==> config.mk <==
export PLATFORM = sky130hd
export DESIGN_NAME = rtc_bus_sequencer_flat
export DESIGN_NICKNAME = d
export VERILOG_FILES = /design/src/rtl/rtc_bus_sequencer_if.sv /design/src/rtl/rtc_bus_sequencer.sv /design/src/flat_wrapper.sv
export SDC_FILE = /design/constraint.sdc
export NUM_CORES = 1
export LEC_CHECK = 0
export ABC_CLOCK_PERIOD_IN_PS = 2100
export CORE_ASPECT_RATIO = 0.8
export CORE_MARGIN = 2
export CORE_UTILIZATION = 54
export CTS_BUF_LIST = sky130_fd_sc_hd__clkbuf_8
export CTS_CLUSTER_SIZE = 8
export DETAILED_ROUTE_END_ITERATION = 10
export PLACE_DENSITY = 0.81
export SLEW_MARGIN = 20
export SYNTH_ARGS = -nofsm -noshare
export SYNTH_HDL_FRONTEND = slang
export SYNTH_SLANG_ARGS = --single-unit
==> constraint.sdc <==
create_clock -name CLK -period 2.1 [get_ports CLK]
set_clock_uncertainty 0.1 [all_clocks]
set_input_delay 0.21 -clock CLK [delete_from_list [all_inputs] [get_ports CLK]]
set_output_delay 0.21 -clock CLK [all_outputs]
set_load 0.05 [all_outputs]
==> src/rtl/rtc_bus_sequencer_if.sv <==
// Handshake and multiplexed-bus signal bundle between the RTC bus sequencer,
// the general FSM (write requests) and the register/mux block.
interface rtc_bus_sequencer_if;
    logic       scan_en;
    logic       wr_req;
    logic [7:0] wr_adress;
    logic       wr_done;
    logic       init_done;
    logic       busy;
    logic       CS_n;
    logic       AD;
    logic       WR_n;
    logic       RD_n;
    logic [7:0] ADRESS;
    logic       BEnv_Adress;
    logic       BEnv_Data;
    logic       BRes_Data;

    modport master (
        input  scan_en, wr_req, wr_adress,
        output wr_done, init_done, busy, CS_n, AD, WR_n, RD_n, ADRESS,
               BEnv_Adress, BEnv_Data, BRes_Data
    );

    modport slave (
        output scan_en, wr_req, wr_adress,
        input  wr_done, init_done, busy, CS_n, AD, WR_n, RD_n, ADRESS,
               BEnv_Adress, BEnv_Data, BRes_Data
    );
endinterface

==> src/rtl/rtc_bus_sequencer.sv <==
// RTC bus sequencer: arbitrates init writes, FSM writes and a background read scan.
// Define TIMER_SCAN_EN to add the timer registers 8'h41-8'h43 to the read scan.
module rtc_bus_sequencer #(
    parameter int unsigned T_PHASE   = 10,
    parameter logic [7:0]  ADDR_IDLE = 8'hFF
) (
    input  logic                CLK,
    input  logic                RST,
    rtc_bus_sequencer_if.master bus
);
    localparam int unsigned   PW         = $clog2(T_PHASE);
    localparam logic [PW-1:0] PHASE_LAST = PW'(T_PHASE - 1);
    localparam logic [7:0]    INIT_ADDR  = 8'h02;
`ifdef TIMER_SCAN_EN
    localparam logic [3:0]    SCAN_LAST  = 4'd8;
`else
    localparam logic [3:0]    SCAN_LAST  = 4'd5;
`endif

    typedef enum logic [2:0] {
        S_IDLE   = 3'd0,
        S_A_STRB = 3'd1,
        S_A_REC  = 3'd2,
        S_D_STRB = 3'd3,
        S_D_REC  = 3'd4,
        S_GAP    = 3'd5
    } state_t;

    typedef enum logic [1:0] {
        SRC_INIT = 2'd0,
        SRC_WR   = 2'd1,
        SRC_SCAN = 2'd2
    } src_t;

    function automatic logic [7:0] scan_addr(input logic [3:0] idx);
        case (idx)
            4'd0:    scan_addr = 8'h21;
            4'd1:    scan_addr = 8'h22;
            4'd2:    scan_addr = 8'h23;
            4'd3:    scan_addr = 8'h24;
            4'd4:    scan_addr = 8'h25;
            4'd5:    scan_addr = 8'h26;
            4'd6:    scan_addr = 8'h41;
            4'd7:    scan_addr = 8'h42;
            4'd8:    scan_addr = 8'h43;
            default: scan_addr = 8'h21;
        endcase
    endfunction

    function automatic state_t next_phase(input state_t st);
        case (st)
            S_A_STRB: next_phase = S_A_REC;
            S_A_REC:  next_phase = S_D_STRB;
            S_D_STRB: next_phase = S_D_REC;
            S_D_REC:  next_phase = S_GAP;
            default:  next_phase = S_IDLE;
        endcase
    endfunction

    state_t        state_r, state_s;
    src_t          src_r, src_s;
    logic [PW-1:0] phase_r, phase_s;
    logic [7:0]    adress_r, adress_s;
    logic [1:0]    init_cnt_r;
    logic [3:0]    scan_idx_r;
    logic          init_done_r, wr_done_r;
    logic          start_s, fin_s, txn_wr_s;
    logic          cs_n_r, ad_r, wr_n_r, rd_n_r, benv_a_r, benv_d_r, bres_r, busy_r;
    logic          cs_n_s, ad_s, wr_n_s, rd_n_s, benv_a_s, benv_d_s, bres_s, busy_s;

    // Next-state, phase counter, arbitration and address selection
    always_comb begin
        state_s  = state_r;
        phase_s  = phase_r;
        src_s    = src_r;
        adress_s = adress_r;
        start_s  = 1'b0;
        fin_s    = 1'b0;
        case (state_r)
            S_IDLE: begin
                phase_s  = '0;
                adress_s = ADDR_IDLE;
                if (init_cnt_r != 2'd2) begin
                    start_s  = 1'b1;
                    src_s    = SRC_INIT;
                    adress_s = INIT_ADDR;
                end else if (bus.wr_req && !wr_done_r) begin
                    // the wr_done cycle itself never re-accepts the request being acknowledged
                    start_s  = 1'b1;
                    src_s    = SRC_WR;
                    adress_s = bus.wr_adress;
                end else if (bus.scan_en && init_done_r) begin
                    start_s  = 1'b1;
                    src_s    = SRC_SCAN;
                    adress_s = scan_addr(scan_idx_r);
                end else begin
                    start_s  = 1'b0;
                end
                if (start_s) begin
                    state_s = S_A_STRB;
                end else begin
                    state_s = S_IDLE;
                end
            end
            default: begin
                if (phase_r == PHASE_LAST) begin
                    phase_s = '0;
                    state_s = next_phase(state_r);
                    if (state_r == S_GAP) begin
                        fin_s    = 1'b1;
                        adress_s = ADDR_IDLE;
                    end else begin
                        fin_s    = 1'b0;
                    end
                end else begin
                    phase_s = phase_r + PW'(1);
                end
            end
        endcase
    end

    // Bus strobes and phase flags for the state being entered
    always_comb begin
        txn_wr_s = (src_s != SRC_SCAN);
        cs_n_s   = 1'b1;
        ad_s     = 1'b0;
        wr_n_s   = 1'b1;
        rd_n_s   = 1'b1;
        benv_a_s = 1'b0;
        benv_d_s = 1'b0;
        bres_s   = 1'b0;
        busy_s   = 1'b1;
        case (state_s)
            S_IDLE: busy_s = 1'b0;
            S_A_STRB: begin
                cs_n_s   = 1'b0;
                wr_n_s   = 1'b0;
                benv_a_s = 1'b1;
            end
            S_A_REC: begin
                cs_n_s   = 1'b0;
                benv_a_s = 1'b1;
            end
            S_D_STRB: begin
                cs_n_s = 1'b0;
                ad_s   = 1'b1;
                if (txn_wr_s) begin
                    wr_n_s   = 1'b0;
                    benv_d_s = 1'b1;
                end else begin
                    rd_n_s = 1'b0;
                    bres_s = 1'b1;
                end
            end
            S_D_REC: begin
                cs_n_s = 1'b0;
                ad_s   = 1'b1;
            end
            S_GAP:   busy_s = 1'b1;
            default: busy_s = 1'b0;
        endcase
    end

    // State register and registered bus outputs
    always_ff @(posedge CLK or negedge RST) begin
        if (!RST) begin
            state_r  <= S_IDLE;
            phase_r  <= '0;
            src_r    <= SRC_INIT;
            adress_r <= ADDR_IDLE;
            cs_n_r   <= 1'b1;
            ad_r     <= 1'b0;
            wr_n_r   <= 1'b1;
            rd_n_r   <= 1'b1;
            benv_a_r <= 1'b0;
            benv_d_r <= 1'b0;
            bres_r   <= 1'b0;
            busy_r   <= 1'b0;
        end else begin
            state_r  <= state_s;
            phase_r  <= phase_s;
            src_r    <= src_s;
            adress_r <= adress_s;
            cs_n_r   <= cs_n_s;
            ad_r     <= ad_s;
            wr_n_r   <= wr_n_s;
            rd_n_r   <= rd_n_s;
            benv_a_r <= benv_a_s;
            benv_d_r <= benv_d_s;
            bres_r   <= bres_s;
            busy_r   <= busy_s;
        end
    end

    // Completion bookkeeping: init progress, scan index, write acknowledge
    always_ff @(posedge CLK or negedge RST) begin
        if (!RST) begin
            init_cnt_r  <= 2'd0;
            init_done_r <= 1'b0;
            scan_idx_r  <= 4'd0;
            wr_done_r   <= 1'b0;
        end else begin
            wr_done_r <= fin_s && (src_r == SRC_WR);
            if (fin_s && (src_r == SRC_INIT) && (init_cnt_r != 2'd2)) begin
                init_cnt_r <= init_cnt_r + 2'd1;
            end
            if (fin_s && (src_r == SRC_INIT) && (init_cnt_r == 2'd1)) begin
                init_done_r <= 1'b1;
            end
            if (fin_s && (src_r == SRC_SCAN)) begin
                scan_idx_r <= (scan_idx_r == SCAN_LAST) ? 4'd0 : scan_idx_r + 4'd1;
            end
        end
    end

    assign bus.CS_n        = cs_n_r;
    assign bus.AD          = ad_r;
    assign bus.WR_n        = wr_n_r;
    assign bus.RD_n        = rd_n_r;
    assign bus.BEnv_Adress = benv_a_r;
    assign bus.BEnv_Data   = benv_d_r;
    assign bus.BRes_Data   = bres_r;
    assign bus.busy        = busy_r;
    assign bus.ADRESS      = adress_r;
    assign bus.wr_done     = wr_done_r;
    assign bus.init_done   = init_done_r;

endmodule
==> src/flat_wrapper.sv <==
// flat-port wrapper written by rule: the top's interface ports become plain ports
module rtc_bus_sequencer_flat 
#(
    parameter int unsigned T_PHASE   = 10,
    parameter logic [7:0]  ADDR_IDLE = 8'hFF
)
  (CLK, RST, bus_scan_en, bus_wr_req, bus_wr_adress, bus_wr_done, bus_init_done, bus_busy, bus_CS_n, bus_AD, bus_WR_n, bus_RD_n, bus_ADRESS, bus_BEnv_Adress, bus_BEnv_Data, bus_BRes_Data);
  rtc_bus_sequencer_if bus_i ();
  input  logic CLK;
  input  logic RST;
  input wire logic [$bits(bus_i.scan_en)-1:0] bus_scan_en;
  input wire logic [$bits(bus_i.wr_req)-1:0] bus_wr_req;
  input wire logic [$bits(bus_i.wr_adress)-1:0] bus_wr_adress;
  output wire logic [$bits(bus_i.wr_done)-1:0] bus_wr_done;
  output wire logic [$bits(bus_i.init_done)-1:0] bus_init_done;
  output wire logic [$bits(bus_i.busy)-1:0] bus_busy;
  output wire logic [$bits(bus_i.CS_n)-1:0] bus_CS_n;
  output wire logic [$bits(bus_i.AD)-1:0] bus_AD;
  output wire logic [$bits(bus_i.WR_n)-1:0] bus_WR_n;
  output wire logic [$bits(bus_i.RD_n)-1:0] bus_RD_n;
  output wire logic [$bits(bus_i.ADRESS)-1:0] bus_ADRESS;
  output wire logic [$bits(bus_i.BEnv_Adress)-1:0] bus_BEnv_Adress;
  output wire logic [$bits(bus_i.BEnv_Data)-1:0] bus_BEnv_Data;
  output wire logic [$bits(bus_i.BRes_Data)-1:0] bus_BRes_Data;
  assign bus_i.scan_en = bus_scan_en;
  assign bus_i.wr_req = bus_wr_req;
  assign bus_i.wr_adress = bus_wr_adress;
  assign bus_wr_done = bus_i.wr_done;
  assign bus_init_done = bus_i.init_done;
  assign bus_busy = bus_i.busy;
  assign bus_CS_n = bus_i.CS_n;
  assign bus_AD = bus_i.AD;
  assign bus_WR_n = bus_i.WR_n;
  assign bus_RD_n = bus_i.RD_n;
  assign bus_ADRESS = bus_i.ADRESS;
  assign bus_BEnv_Adress = bus_i.BEnv_Adress;
  assign bus_BEnv_Data = bus_i.BEnv_Data;
  assign bus_BRes_Data = bus_i.BRes_Data;
  rtc_bus_sequencer #(.T_PHASE(T_PHASE), .ADDR_IDLE(ADDR_IDLE)) u_core (.CLK(CLK), .RST(RST), .bus(bus_i));
endmodule
==> run summary, run 1 <==
flop-to-flop setup slack - 0.20 ns
largest net degree at the start of global routing - 34
total track usage - 23.8%
power density cells - 529 nW/um^2
Most used DFF post-synth - dfrtp_1
Fmax - 0.519 GHz
dpl cells - 236
Worst-Margin Slew - 0.575 ns
CP delay by family, top - buffers and inverters
CTS sink cnt - 33
commonest non-fill, non-tap cell in the layout - clkdlybuf4s50_1
die footprint - 3680 um^2
GR Overflow Total - 0
syn_area_per_cell - 10.1 um^2
vias in the first global route - 1386
Worst-path clk slew - 0.06 ns
# H-tree levels - 2
Final period util - 91.8%
Slew HR - 61.7%
port bufs - 29
num ports - 30
Die W - 67.4 um
Post-CTS Resized - 0
Syn Nets - 190
final cell count without fillers - 244
ANT nets after route - 0
initial antenna violation count - 0
first-pass GRT wire length - 6300 um
root buf cell - clkbuf_8
drt total wl - 3690 um
via/cell ratio - 5.66
setup violators final - 0
synth warn - 0
final hold vios - 0
mux cell area share after synthesis - 2.38%
Pins Over Slew Limit - 0
Initial Util - 56.2%
CP Data Required Time - 1.79 ns
# rows - 18
setup tns final - 0 ns
Pleak - 0.000912 uW
Cell Area, Synth - 1730 um^2
Synth cell types - 45
adder-cell share of the synthesized area - 5.05%
Inserted Clock Buffers - 5
TritonRoute pass-1 iters - 4
Post-CTS Repair Setup Buffers - 0
r2r endpoint - u_core.scan_idx_r[3]
core area - 3090 um^2
worst path bufs/invs - 1
compound-gate portion of the synthesized area - 17.8%
Worst Path Arrival - 1.62 ns
Skew-Pair Late Insertion Delay - 0.28 ns
worst r2r path cells - 6
critical path class - flop to primary output
Slowest Stage Delay on Critical Path - 0.80 ns
worst path cell trace - clkdlybuf4s50_1
Area Growth Syn to Fin - 24.2%
Critical Path Stages - 1
sequential area share after synthesis - 48.4%
total power - 1140 uW
critical path's slowest cell - clkdlybuf4s50_1
post-synthesis simple-gate area fraction - 20.0%
most frequent cells in the layout - 29 x clkdlybuf4s50_1, 22 x dfrtp_1, 18 x nor2_1
DR iter-0 viols - 100
DRC Markers - 0
fin nets - 222
main combinational cell family by area after synthesis - simple AND/OR/NAND/NOR gates
Hold Path Class - input pin to async pin
share of synthesized registers carrying an async set or reset - 100%
DP HPWL - 2800 um
max-cap violations - 0
clk buf depth - 2
Post-Syn Instances - 171
status - complete, no violations
min cycle time layout - 1.93 ns
Post-CTS Hold Buffers - 0
Synth Register Bits - 33
critical path peak fanout - 2
Peak supply drop - 0.432 mV
via count - 1380
Startpoint Class - flop
R2R Path Start - u_core.phase_r[1]
Final GP Congestion - 0.861
Worst setup EP type - primary output
Synth Area in XOR/XNOR - 2.53%
RSZ-0062 raised after global routing - no
Antenna Cells - 0
Post-synth EDFFs - 0
CTS tree - built
share of layout cells above drive strength 1 - 17.2%
WL/cell - 15.1 um
Chip Height - 54.7 um
## cell families (layout without fill, tap and decap cells)
group	after synthesis	in the layout
simple gates	60	60
compound gates	47	47
flops	33	33
buf+inv	15	48
fa+ha+maj	7	7
xor+xnor	5	5
mux	4	4
## metrics by stage
| stage | instance area (um^2) | util, % | hold slack, ns | setup WS (ns) |
|---|---|---|---|---|
| finish | 2150 | 69.8 | 0.246 | 0.171 |
| floorplan | 1730 | - | -0.186 | 0.373 |
| detailed placement | 2060 | 66.9 | 0.379 | 0.212 |
| CTS | 2150 | 69.8 | 0.250 | 0.161 |
| global placement | 2060 | 66.9 | 0.367 | 0.293 |
| global route | 2150 | 69.8 | 0.276 | 0.116 |
## cells in the mapped netlist (2+ instances only)
cell      number  area share, %
dfrtp_1       22             32
nor2_1        18            3.9
nand2_1       16            3.5
o21ai_0       14            4.0
dfstp_2       11             17
a21oi_1        8            2.3
ha_1           7            5.1
inv_1          7            1.5
buf_2          5            1.4
a31oi_1        4            1.4
nand2b_1       4            1.4
xnor2_1        4            2.0
a22oi_1        3            1.3
a31o_2         3            1.5
mux2i_1        3            1.7
nand3_1        3           0.87
nor3_1         3           0.87
o221ai_1       3            1.5
a21o_1         2           0.87
a32o_1         2            1.2
clkbuf_1       2           0.43
nand3b_1       2           0.87
nor2b_1        2           0.72
nor3_2         2            1.2
## worst max-delay path by stage
stage,from,endpoint,slack (ns)
global route,u_core.phase_r[1],u_core.scan_idx_r[3],0.12
global placement,u_core.phase_r[1],u_core.scan_idx_r[3],0.29
CTS,u_core.bus.ADRESS[5],bus_ADRESS[5],0.16
detailed placement,u_core.phase_r[1],u_core.scan_idx_r[3],0.21
floorplan,u_core.phase_r[1],u_core.scan_idx_r[3],0.37
finish,u_core.bus.ADRESS[5],bus_ADRESS[5],0.17
## routing by layer
layer	up-vias	GRT usage (%)	wire length [um]
li1	666	-	-
met1	650	30.7	1640
met2	58	38.9	1790
met3	6	5.76	205
met4	0	9.86	56
met5	-	0	0
## sequential cells by signal, summed over array words and instances (netlist names)
register	flops
u_core.bus.AD	1
u_core.bus.ADRESS	8
u_core.bus.BEnv_Adress	1
u_core.bus.BEnv_Data	1
u_core.bus.BRes_Data	1
u_core.bus.CS_n	1
u_core.bus.RD_n	1
u_core.bus.WR_n	1
u_core.bus.busy	1
u_core.bus.init_done	1
u_core.bus.wr_done	1
u_core.init_cnt_r	2
u_core.phase_r	4
u_core.scan_idx_r	4
u_core.src_r	2
u_core.state_r	3
## power breakdown
group	leakage, uW	total, uW	switching [uW]	internal (uW)
registers	0.000401	637	0	637
logic	0.000458	40.5	20.3	20.2
clock network	0.0000538	462	205	257
## cell type report
type                       count  area, um^2
clock inverter                 2        7.51
timing repair buffer          33         320
sequential                    33         840
clock buffer                   6        82.6
inverter                       7        26.3
multi-input combinational    123         828
tap                           40        50.0
fill                         221         931
No activity file was read; power rests on OpenSTA's default activity.
==> inputs of run 2 (changes only) <==
--- a/config.mk
+++ b/config.mk
@@ -5,7 +5,7 @@
 export SDC_FILE = /design/constraint.sdc
 export NUM_CORES = 1
 export LEC_CHECK = 0
-export ABC_CLOCK_PERIOD_IN_PS = 2100
+export ABC_CLOCK_PERIOD_IN_PS = 2200
 export CORE_ASPECT_RATIO = 0.8
 export CORE_MARGIN = 2
 export CORE_UTILIZATION = 54
==> constraint.sdc (replaced) <==
create_clock -name CLK -period 2.2 [get_ports CLK]
set_clock_uncertainty 0.1 [all_clocks]
set_input_delay 0.22 -clock CLK [delete_from_list [all_inputs] [get_ports CLK]]
set_output_delay 0.22 -clock CLK [all_outputs]
set_load 0.05 [all_outputs]
==> run summary, run 2 (synthesized netlist as in run 1, its figures left out) <==
status - complete, no violations
critical path peak fanout - 10
Skew-Pair Late Insertion Delay - 0.28 ns
# rows - 18
port bufs - 29
max FFs per register - 8
ANT nets after route - 0
Post-Place Worst Slack - 0.176 ns
fin nets - 221
Slowest Stage Delay on Critical Path - 0.43 ns
WL/cell - 14.7 um
CP Data Required Time - 2.27 ns
crit path launch - u_core.phase_r[1]
final cell count without fillers - 243
share of layout cells above drive strength 1 - 16.3%
dpl cells - 235
power density cells - 494 nW/um^2
core area - 3090 um^2
Worst-Margin Slew - 0.563 ns
Post-CTS Resized - 0
Pint - 838 uW
setup tns final - 0 ns
most frequent cells in the layout - 29 x clkdlybuf4s50_1, 22 x dfrtp_1, 18 x nor2_1
Fmax - 0.494 GHz
Worst-path clk slew - 0.06 ns
Slew HR - 62.5%
Peak supply drop - 0.401 mV
Die W - 67.4 um
GR Overflow Total - 0
R2R Path Start - u_core.phase_r[1]
Final period util - 92.0%
Post-CTS Hold Buffers - 0
Final GP Congestion - 0.833
first-pass GRT wire length - 5970 um
clk buf depth - 2
# H-tree levels - 2
RSZ-0062 raised after global routing - no
num ports - 30
Antenna Cells - 0
critical path's slowest cell - and3b_1
min cycle time layout - 2.02 ns
total track usage - 22.4%
Hold Slack - 0.231 ns
CTS sink cnt - 33
Worst Path Arrival - 2.09 ns
largest net degree at the start of global routing - 34
die footprint - 3680 um^2
setup violators final - 0
vias in the first global route - 1337
total power - 1060 uW
Chip Height - 54.7 um
max-cap violations - 0
TritonRoute pass-1 iters - 5
combinational share of power - 3.6%
DP HPWL - 2640 um
DR iter-0 viols - 112
worst r2r path cells - 6
setup ws final - 0.177 ns
via count - 1386
DRC Markers - 0
Post-CTS Repair Setup Buffers - 0
worst path cell trace - inv_1 -> ha_1 -> and3b_1 -> nand4_4 -> nor3_2 -> mux2_2
Area Growth Syn to Fin - 23.2%
critical path class - flop to flop
root buf cell - clkbuf_8
Hold Path Class - input pin to async pin
Pins Over Slew Limit - 0
net switching power - 218 uW
Pleak - 0.000906 uW
Inserted Clock Buffers - 5
sequential share of power - 57.6%
final hold vios - 0
Initial Util - 56.2%
via/cell ratio - 5.70
Net Sw Frac - 20.6%
CTS tree - built
commonest non-fill, non-tap cell in the layout - clkdlybuf4s50_1
drt total wl - 3570 um
Worst setup EP type - flop
clock share of power - 38.8%
Startpoint Class - flop
initial antenna violation count - 0
run 2: worst max-delay path, delay by kind of cell (launching register included):
family	cells	cell delay (ns)
adders and majority gates	1	0.15
buffers and inverters	1	0.07
muxes	1	0.35
and+or+nand+nor	3	0.85
DFF	1	0.39
run 2: final timing paths:
kind                                         to  slack [ns]
setup / recovery           u_core.scan_idx_r[3]        0.18
hold / removal             u_core.scan_idx_r[2]        0.23
setup reg to reg           u_core.scan_idx_r[3]        0.18
hold reg to reg            u_core.bus.ADRESS[7]        0.38
max in group asynchronous       u_core.bus.WR_n        1.43
min in group CLK           u_core.bus.ADRESS[7]        0.38
run 2: per-stage QoR:
stage | cell area (um^2) | utilization [%]
global placement | 2060 | 66.7
detailed placement | 2060 | 66.7
floorplan | 1730 | -
global route | 2140 | 69.3
finish | 2140 | 69.3
CTS | 2140 | 69.3
run 2: cell type report:
cell class	count	area, um^2
timing repair buffer	32	313
tap	40	50.0
multi-input combinational	123	828
inverter	7	26.3
fill	227	948
clock inverter	3	11.3
clock buffer	5	68.8
sequential	33	840
run 2: power by group through the flow:
stage	registers, uW	clock network, uW	logic (uW)
2_1_floorplan	618	0	3.69
3_3_place_gp	618	0	38.2
3_5_place_dp	618	0	38.9
4_1_cts	608	423	39.2
5_1_grt	608	442	42.0
6_report	608	409	38.0
run 2: per-layer routing:
metal | vias up | global-route usage, % | share of wire (%)
met3 | 7 | 6.38 | 5.8
met4 | 0 | 9.86 | 1.1
li1 | 663 | - | -
met1 | 673 | 28.6 | 46
met5 | - | 0 | 0
met2 | 43 | 36.0 | 47
==> inputs of run 3 (changes only) <==
--- a/config.mk
+++ b/config.mk
@@ -13,6 +13,7 @@
 export CTS_CLUSTER_SIZE = 8
 export DETAILED_ROUTE_END_ITERATION = 10
 export PLACE_DENSITY = 0.81
+export REMOVE_ABC_BUFFERS = 1
 export SLEW_MARGIN = 20
 export SYNTH_ARGS = -nofsm -noshare
 export SYNTH_HDL_FRONTEND = slang
==> run summary, run 3 (synthesized netlist as in run 1, its figures left out) <==
clk buf depth - 2
# H-tree levels - 2
most frequent cells in the layout - 29 x clkdlybuf4s50_1, 22 x dfrtp_1, 18 x nor2_1
Final GP Congestion - 0.815
Worst Path Arrival - 2.12 ns
CP Data Required Time - 2.27 ns
RSZ-0062 raised after global routing - no
Die W - 67.4 um
fillers - 220
TritonRoute pass-1 iters - 4
DRC Markers - 0
r2r endpoint - u_core.scan_idx_r[3]
max FFs per register - 8
core area - 3090 um^2
Worst-Margin Slew - 0.568 ns
worst r2r path cells - 6
total track usage - 21.6%
Antenna Cells - 0
R2R Path Start - u_core.phase_r[1]
Post-CTS Hold Buffers - 0
commonest non-fill, non-tap cell in the layout - clkdlybuf4s50_1
Skew-Pair Late Insertion Delay - 0.28 ns
Worst setup EP type - flop
Area after DPL - 2060 um^2
DR iter-0 viols - 80
min cycle time layout - 2.06 ns
# rows - 18
flop-to-flop setup slack - 0.14 ns
via count - 1406
Final period util - 93.5%
fin nets - 221
WL/cell - 14.1 um
Chip Height - 54.7 um
initial antenna violation count - 0
setup violators final - 0
largest net degree at the start of global routing - 34
Peak supply drop - 0.417 mV
share of layout cells above drive strength 1 - 17.7%
max-cap violations - 0
first-pass GRT wire length - 5780 um
multi-input logic area - 828 um^2
via/cell ratio - 5.79
Post-CTS Resized - 0
drt total wl - 3430 um
Area Growth Syn to Fin - 23.6%
status - complete, no violations
critical path class - flop to flop
Pleak - 0.000898 uW
CTS tree - built
die footprint - 3680 um^2
ANT nets after route - 0
total power - 1080 uW
Inserted Clock Buffers - 5
final hold vios - 0
post-route cell area - 2140 um^2
Worst-path clk slew - 0.07 ns
Post-CTS Repair Setup Buffers - 0
DP HPWL - 2540 um
vias in the first global route - 1258
Startpoint Class - flop
critical path peak fanout - 10
root buf cell - clkbuf_8
port bufs - 29
power density cells - 504 nW/um^2
setup tns final - 0 ns
GR Overflow Total - 0
Slew HR - 62.1%
Initial Util - 56.2%
CTS sink cnt - 33
num ports - 30
Pins Over Slew Limit - 0
sequential cell area - 840 um^2
Fmax - 0.486 GHz
Hold Path Class - input pin to async pin
[run 3: changes by cell type in the layout (fill, tap and decap cells not counted), sizes merged]
| cell | change |
|---|---|
| inv | -3 |
| clkinv | +2 |
| clkinvlp | +1 |
[run 3: how the worst max path moves through the flow]
stage                                 start                    to  slack, ns
final                     u_core.phase_r[1]  u_core.scan_idx_r[3]       0.14
after global routing      u_core.phase_r[1]  u_core.scan_idx_r[3]     0.0009
after CTS                 u_core.phase_r[1]  u_core.scan_idx_r[3]       0.15
after detailed placement  u_core.phase_r[1]  u_core.scan_idx_r[3]       0.17
after global placement    u_core.phase_r[1]  u_core.scan_idx_r[3]       0.25
after floorplan           u_core.phase_r[1]  u_core.scan_idx_r[3]       0.35
[run 3: stage by stage]
| stage | hold slack [ns] | cells | util [%] | setup WS (ns) |
|---|---|---|---|---|
| after floorplan | -0.176 | 163 | - | 0.353 |
| after global placement | 0.366 | 235 | 66.7 | 0.254 |
| after detailed placement | 0.384 | 235 | 66.7 | 0.175 |
| after CTS | 0.255 | 243 | 69.5 | 0.153 |
| after global routing | 0.293 | 243 | 69.5 | 0.000927 |
| final | 0.235 | 243 | 69.5 | 0.143 |
[run 3: final cells by class]
type | instances | area share [%]
timing repair buffer | 32 | 14.6
multi-input combinational | 123 | 38.6
clock inverter | 3 | 0.817
inverter | 7 | 1.23
sequential | 33 | 39.2
clock buffer | 5 | 3.21
tap | 40 | 2.34
[run 3: worst max-delay path, cell delays in order, from the launching register on]
cell and delay, ns:
dfrtp_1 0.40, inv_1 0.07, ha_1 0.15, and3b_1 0.45
nand4_4 0.20, nor3_2 0.22, mux2_2 0.36
[run 3: layer usage]
metal / routed length, um / part of all wire, % / global-route usage, %
met2: 1630 / 47 / 34.3
met1: 1530 / 45 / 28.5
met4: 47 / 1.4 / 9.18
met3: 225 / 6.6 / 5.14
met5: 0 / 0 / 0
[run 3: power by group]
| group | total [uW] | switching [uW] | internal (uW) |
|---|---|---|---|
| combinational | 37.7 | 18.5 | 19.2 |
| clock | 435 | 217 | 218 |
| sequential | 608 | 0 | 608 |
| total | 1080 | 236 | 845 |
